[config.mk]
export PLATFORM = sky130hd
export DESIGN_NAME = core_fetch_queue_flat
export DESIGN_NICKNAME = d
export VERILOG_FILES = /design/src/rtl/core_fetch_queue_if.sv /design/src/rtl/core_fetch_queue.sv /design/src/flat_wrapper.sv
export SDC_FILE = /design/constraint.sdc
export NUM_CORES = 1
export LEC_CHECK = 0
export BUFFER_PORTS_ARGS = -buffer_cell sky130_fd_sc_hd__buf_2
export CORE_ASPECT_RATIO = 0.7
export CORE_UTILIZATION = 51
export CTS_BUF_LIST = sky130_fd_sc_hd__clkbuf_16
export DETAILED_ROUTE_END_ITERATION = 16
export PLACE_DENSITY_LB_ADDON = 0.25
export SYNTH_ARGS = -nofsm -noshare
export SYNTH_HDL_FRONTEND = slang
export SYNTH_SLANG_ARGS = --single-unit
[constraint.sdc]
create_clock -name i_clk -period 3.4 [get_ports i_clk]
set_input_delay 0.17 -clock i_clk [delete_from_list [all_inputs] [get_ports i_clk]]
set_output_delay 0.17 -clock i_clk [all_outputs]
set_load 0.005 [all_outputs]
[src/rtl/core_fetch_queue_if.sv]
// rtl/core_fetch_queue_if.sv - fetch/decode handshake bundle for core_fetch_queue
interface core_fetch_queue_if #(
   parameter int XLEN = 32
);
   logic            i_if_valid;
   logic [XLEN-1:0] i_if_pc;
   logic [XLEN-1:0] i_if_instr;
   logic            o_if_ready;
   logic            o_id_valid;
   logic [XLEN-1:0] o_id_pc;
   logic [XLEN-1:0] o_id_instr;
   logic            i_id_ready;

   modport slave (
      input  i_if_valid, i_if_pc, i_if_instr, i_id_ready,
      output o_if_ready, o_id_valid, o_id_pc, o_id_instr
   );

   modport master (
      output i_if_valid, i_if_pc, i_if_instr, i_id_ready,
      input  o_if_ready, o_id_valid, o_id_pc, o_id_instr
   );
endinterface

[src/rtl/core_fetch_queue.sv]
// rtl/core_fetch_queue.sv - in-order fetch-to-decode instruction queue with single-cycle flush
module core_fetch_queue #(
   parameter int              XLEN  = 32,
   parameter int              DEPTH = 4,
   parameter logic [XLEN-1:0] NOP   = XLEN'(32'h0000_0013)
) (
   input  logic                   i_clk,
   input  logic                   i_rst_n,
   input  logic                   i_flush,
   core_fetch_queue_if.slave      bus,
   output logic [$clog2(DEPTH):0] o_count
);
   localparam int            AW   = $clog2(DEPTH);
   localparam int            CW   = AW + 1;
   localparam logic [CW-1:0] FULL = CW'(DEPTH);

   logic [XLEN-1:0] pc_mem_q    [DEPTH];
   logic [XLEN-1:0] instr_mem_q [DEPTH];
   logic [AW-1:0]   wr_ptr_q, wr_ptr_d;
   logic [AW-1:0]   rd_ptr_q, rd_ptr_d;
   logic [CW-1:0]   count_q, count_d;
   logic            if_ready, id_valid, enq, deq;

   // Ready depends only on registered count, so a dequeue never frees a slot in the same cycle.
   always_comb begin
      if_ready = (count_q != FULL);
      id_valid = (count_q != '0);
      enq      = bus.i_if_valid & if_ready & ~i_flush;
      deq      = id_valid & bus.i_id_ready & ~i_flush;
      wr_ptr_d = wr_ptr_q;
      rd_ptr_d = rd_ptr_q;
      count_d  = count_q;
      if (enq) wr_ptr_d = wr_ptr_q + AW'(1);
      if (deq) rd_ptr_d = rd_ptr_q + AW'(1);
      if (enq && !deq)      count_d = count_q + CW'(1);
      else if (deq && !enq) count_d = count_q - CW'(1);
   end

   always_ff @(posedge i_clk) begin
      if (!i_rst_n || i_flush) begin
         wr_ptr_q <= '0;
         rd_ptr_q <= '0;
         count_q  <= '0;
      end else begin
         wr_ptr_q <= wr_ptr_d;
         rd_ptr_q <= rd_ptr_d;
         count_q  <= count_d;
      end
   end

   // Storage is left uncleared on reset/flush; the pointers alone define what is live.
   always_ff @(posedge i_clk) begin
      if (enq) begin
         pc_mem_q[wr_ptr_q]    <= bus.i_if_pc;
         instr_mem_q[wr_ptr_q] <= bus.i_if_instr;
      end
   end

   assign bus.o_if_ready = if_ready;
   assign bus.o_id_valid = id_valid;
   assign bus.o_id_pc    = id_valid ? pc_mem_q[rd_ptr_q] : '0;
   assign bus.o_id_instr = id_valid ? instr_mem_q[rd_ptr_q] : NOP;
   assign o_count        = count_q;
endmodule

[src/flat_wrapper.sv]
// flat-port wrapper written by rule: the top's interface ports become plain ports
module core_fetch_queue_flat 
#(
   parameter int              XLEN  = 32,
   parameter int              DEPTH = 4,
   parameter logic [XLEN-1:0] NOP   = XLEN'(32'h0000_0013)
)
  (i_clk, i_rst_n, i_flush, o_count, bus_i_if_valid, bus_i_if_pc, bus_i_if_instr, bus_i_id_ready, bus_o_if_ready, bus_o_id_valid, bus_o_id_pc, bus_o_id_instr);
  core_fetch_queue_if #(.XLEN(XLEN)) bus_i ();
  input  logic i_clk;
  input  logic i_rst_n;
  input  logic i_flush;
  output logic [$clog2(DEPTH):0] o_count;
  input wire logic [$bits(bus_i.i_if_valid)-1:0] bus_i_if_valid;
  input wire logic [$bits(bus_i.i_if_pc)-1:0] bus_i_if_pc;
  input wire logic [$bits(bus_i.i_if_instr)-1:0] bus_i_if_instr;
  input wire logic [$bits(bus_i.i_id_ready)-1:0] bus_i_id_ready;
  output wire logic [$bits(bus_i.o_if_ready)-1:0] bus_o_if_ready;
  output wire logic [$bits(bus_i.o_id_valid)-1:0] bus_o_id_valid;
  output wire logic [$bits(bus_i.o_id_pc)-1:0] bus_o_id_pc;
  output wire logic [$bits(bus_i.o_id_instr)-1:0] bus_o_id_instr;
  assign bus_i.i_if_valid = bus_i_if_valid;
  assign bus_i.i_if_pc = bus_i_if_pc;
  assign bus_i.i_if_instr = bus_i_if_instr;
  assign bus_i.i_id_ready = bus_i_id_ready;
  assign bus_o_if_ready = bus_i.o_if_ready;
  assign bus_o_id_valid = bus_i.o_id_valid;
  assign bus_o_id_pc = bus_i.o_id_pc;
  assign bus_o_id_instr = bus_i.o_id_instr;
  core_fetch_queue #(.XLEN(XLEN), .DEPTH(DEPTH), .NOP(NOP)) u_core (.i_clk(i_clk), .i_rst_n(i_rst_n), .i_flush(i_flush), .bus(bus_i), .o_count(o_count));
endmodule
# Yosys cells after proc, flatten, opt, wreduce, memory -nomap -nowiden
# Memories as Yosys holds them, arrays and structs flattened. A register that Yosys moved wholly into a read port is not among the register bits.
# Index checks and enable logic that the tools add are counted.
# op_classes
addsub,4
eq_ne,1
mux,10
bitwise,5
reduce_logical,8
# ops
operator,n
two-way mux 32 bit,2
two-way mux 2 bit,4
two-way mux 3 bit,2
"adder 2 x 1 -> 2 bit, second input constant",2
bitwise AND 1 bit,4
"adder 3 x 1 -> 3 bit, second input constant",1
zero test 1 bit,3
"!= test 3 bit, second input constant",1
nonzero test 3 bit,1
"subtractor 3 x 1 -> 3 bit, second input constant",1
logical AND 1 bit,2
two-way mux 1 bit,2
nonzero test 2 bit,1
logical OR 1 bit,1
inverter 1 bit,1
# totals
ff_bits,7
ram_bits,256
out_inout_bits,69
n_memories,2
# memory_table
memory,words,width,rd,rd_clocked_by_memory_dff,wr,line,source
u_core.instr_mem_q,4,32,1,1,1,core_fetch_queue.sv:18,logic [XLEN-1:0] instr_mem_q [DEPTH];
u_core.pc_mem_q,4,32,1,1,1,core_fetch_queue.sv:17,logic [XLEN-1:0] pc_mem_q [DEPTH];

# Depth between registers and ports, before layout
# logic_depth
ltp_word,7
mapped_depth,9
mapped_depth_nobuf,8

# Worst setup path after synthesis
# OpenSTA, ideal clock, no wires.
# synth_timing
path_type,register -> register
from,"reg u_core.count_q[0], in the netlist u_core.o_count[0]"
to,"reg u_core.count_q[2], in the netlist u_core.o_count[2]"
setup_time_ns,0.070
arrival_time_ns,2.114
required_ns,3.330
path_slack_ns,1.216
path_stages_with_launch,10
path_buffers,1
path_cell_list,dfxtp_1 -> or3b_1 -> buf_6 -> and2_4 -> ha_1 -> inv_1 -> fa_1 -> xor2_1 -> or3_2 -> a21oi_1
# synth_between
elab_chain_cells,6
# synth_lines
element,line,source
from (decl),core_fetch_queue.sv:21,"logic [CW-1:0] count_q, count_d;"
from (signal assigned),core_fetch_queue.sv:47,count_q <= count_d;
!= test 3 bit (*),core_fetch_queue.sv:26,if_ready = (count_q != FULL);
via bus_o_if_ready,flat_wrapper.sv:18,output wire logic [$bits(bus_i.o_if_ready)-1:0] bus_o_if_ready;
bitwise AND 1 bit (*) (2 in series),core_fetch_queue.sv:28,enq = bus.i_if_valid & if_ready & ~i_flush;
via u_core.enq,core_fetch_queue.sv:22,"logic if_ready, id_valid, enq, deq;"
zero test 1 bit,core_fetch_queue.sv:36,else if (deq && !enq) count_d = count_q - CW'(1);
logical AND 1 bit,core_fetch_queue.sv:36,
nonzero test 2 bit (no line),-,
# The timed path passes the listed nets; every way through them passes the cells marked *. The select of a mux whose other input is x is not followed.
# A chain may end at the register's enable or synchronous reset.

# Worst setup path in the final report
# layout_timing
from,"reg u_core.count_q[0], in the netlist u_core.o_count[0]"
to,out bus_o_id_instr[14]
# layout_between
elab_chain_cells,2
# layout_lines
element,line,source
nonzero test 3 bit,core_fetch_queue.sv:27,id_valid = (count_q != '0);
two-way mux 32 bit,core_fetch_queue.sv:62,assign bus.o_id_instr = id_valid ? instr_mem_q[rd_ptr_q] : NOP;
to (decl),flat_wrapper.sv:21,output wire logic [$bits(bus_i.o_id_instr)-1:0] bus_o_id_instr;
# Every way passes these cells.

==> impl_metrics.ini <==
[setup_path]
path_delay_family = simple AND/OR/NAND/NOR gates
reg2reg_depth = 8
cp_data_required_time_ns = 3.23
rr_startpoint = u_core.o_count[0]
critPathCaptureType = output pin
start_kind = flip-flop
critPathMaxStageDelay_ns = 0.48
crit_type = reg -> out
cp_slowest_cell = inv_2
cp_max_fo = 62
crit_arrival_ns = 2.39
critPathBufInv = 2
reg2reg_setup_slack_ns = 0.96
r2r-end = u_core.o_count[2]
cp-startpoint = u_core.o_count[0]
crit_chain = nor3_2 -> inv_2 -> and2_1 -> buf_2

[detailed_routing]
met3_length_mm = 1.25
drt_wl_total_mm = 18.8
routed-wl-met2_mm = 8.80
dr.first_iter.drc_count = 394
top_layer = met4
drc = 0
vias = 5078
avgViaCountPerCell = 5.34
m1WireLength_mm = 8.52
final_antenna_net_count = 0
wire_per_inst_um = 19.8
firstDrtPassIters = 5

[hold_path]
holdPathEnd = u_core.wr_ptr_q[1]
min_delay_path_depth = 4
hold_class = in -> reg
hp-start = i_flush

[cts]
postCtsSetupBuffers = 0
cts-buffers-inserted = 25
clock-sinks = 265
htreeDepth = 1
clkLatencyLatePin_ns = 0.51
clock-root-buffer = clkbuf_16
cts_tree = built
clockBufferDepth = 3
clk_pin_slew_ns = 0.06

[run]
drv_cap = 0

[sta]
final.period_utilization = 0.752
rsz0062_at_grt = false
period_minus_slack_ns = 2.56
fmax_mhz = 391
fin_skew_ns = 0.00960
drv_slew = 0
hold_viol = 0
timing.slew.headroom = 0.337
setup_viol = 0
max_slew.worst_pin.slew_ns = 0.995
fin_tns_setup_ns = 0

[floorplanning]
die_x_um = 171
die_y_um = 120
io_pins = 138
start_util = 0.530
fp.dieArea_um2 = 20600
fp-row-count = 42
core_area_um2 = 19300

[placement]
dp_hpwl_mm = 10.5
placed_area_um2 = 11200
port_buffers = 137
gp_congestion = 0.774

[finish]
syn_to_final_growth_pct = 22.9
design_area_um2 = 12600
drive_gt1_frac = 0.365
layout_common_cells = 256 x edfxtp_1, 137 x buf_2, 64 x mux4_2, 64 x dlygate4sd3_1, 61 x and2_1
layout_commonest_cell = edfxtp_1
nNetsFinal = 744

[power_and_ir_drop]
p_leak_nw = 4.36
vdd_drop_max_mv = 0.433
power_density_nw_per_um2 = 530

[logic_synthesis]
ys_warn_count = 0
synth_seq_cells = 265
synth_top_area_share = 0.752
synthCells = 457
yosysSeqAreaShare = 0.769
syn_area_per_cell_um2 = 22.4
syn_area_um2 = 10200
synthTopCellsByArea = edfxtp_1 75%, mux4_2 14%, and2_1 3.7%
syn_nets = 532
synth_area_leader_cell = edfxtp_1
yosysUniqueCellTypes = 33

[global_route]
track_usage = 0.189
grt_pass1_wl_mm = 29.3
grt_max_degree = 65
grt-ovfl-total = 0
antenna_found_initial = 2
grt_pass1_vias = 5458

[status]
status = finished, final reports clean
[cell type report]
type,count,area (µm²)
sequential,265,7880
clock buffer,25,626
clock inverter,18,129
timing repair buffer,207,1430
inverter,4,15.0
multi-input combinational,166,2150
tap,264,330
antenna,2,5.00
fill,1303,6720
[worst register-to-register path: stages (launching register included)]
cell     delay, ns
dfxtp_1       0.48
or3b_1        0.34
and2_4        0.22
ha_1          0.18
inv_1         0.06
fa_1          0.38
xor2_1        0.18
or3_2         0.40
a21oi_1       0.14
[cells in the mapped netlist (all sizes together)]
library cell and number:
mux2i 1, mux4 64, dfxtp 9, or2 4, or3b 1, and3 4, nand2b 1, nand2 1
and2 62, fa 1, buf 14, a21oi 3, o31ai 2, or3 2, clkbuf 8, ha 5
nand4 1, inv 4, nand3 1, nor3 1, o21ai 2, xor2 3, a21o 1, edfxtp 256
nor2 4, nor2b 2
[registers in the layout, summed over array words and instances, names as in the netlist, named ones only]
name,flops
u_core.instr_mem_q,128
u_core.pc_mem_q,128
u_core.o_count,3
u_core.rd_ptr_q,2
u_core.wr_ptr_q,2
[power breakdown]
part	leakage (nW)	internal, mW	switching (mW)
combinational	1.57	0.221	0.200
sequential	2.40	3.63	0.0160
clock	0.386	1.48	1.12
[routing by layer]
| metal | up-vias | global-route usage |
|---|---|---|
| met5 | - | 0 |
| met2 | 176 | 0.305 |
| met4 | 0 | 0.0335 |
| met3 | 23 | 0.0409 |
| li1 | 2275 | - |
| met1 | 2604 | 0.272 |
[kinds of logic (layout without fill, tap and decap cells)]
kind of cell / count (synthesis) / count (layout) / synth area share
AOI/OAI and AO/OA: 8 / 8 / 0.00514
xor gates and xnor gates: 3 / 3 / 0.00257
adders and majority gates: 6 / 6 / 0.00808
buffers and inverters: 26 / 254 / 0.0214
DFF: 265 / 265 / 0.769
muxes: 65 / 65 / 0.142
other: 0 / 2 / 0
and+or+nand+nor: 84 / 84 / 0.0515
[timing repair]
| item | in CTS | in global routing |
|---|---|---|
| gates resized for setup | 0 | 0 |
| hold endpoints to repair | 256 | 0 |
| hold buffers | 64 | 0 |
[through the flow]
stage               hold WS (ns)  utilization  worst slack, ns  power (mW)  instances
floorplan                  0.269            -             1.22        3.91        457
global placement           0.380        0.579             1.13        4.07        842
detailed placement         0.388        0.579            0.971        4.09        842
CTS                       0.0311        0.651            0.767        6.71        949
global route              0.0646        0.652            0.621        6.89        951
finish                    0.0503        0.652            0.843        6.66        951
[worst max-delay path by stage]
stage,to,cells after the start
floorplan,u_core.o_count[2],9
global placement,u_core.o_count[2],8
detailed placement,u_core.o_count[2],8
CTS,bus_o_id_instr[14],4
global route,bus_o_id_instr[29],4
finish,bus_o_id_instr[14],4
(Power assumes the default switching activity.)
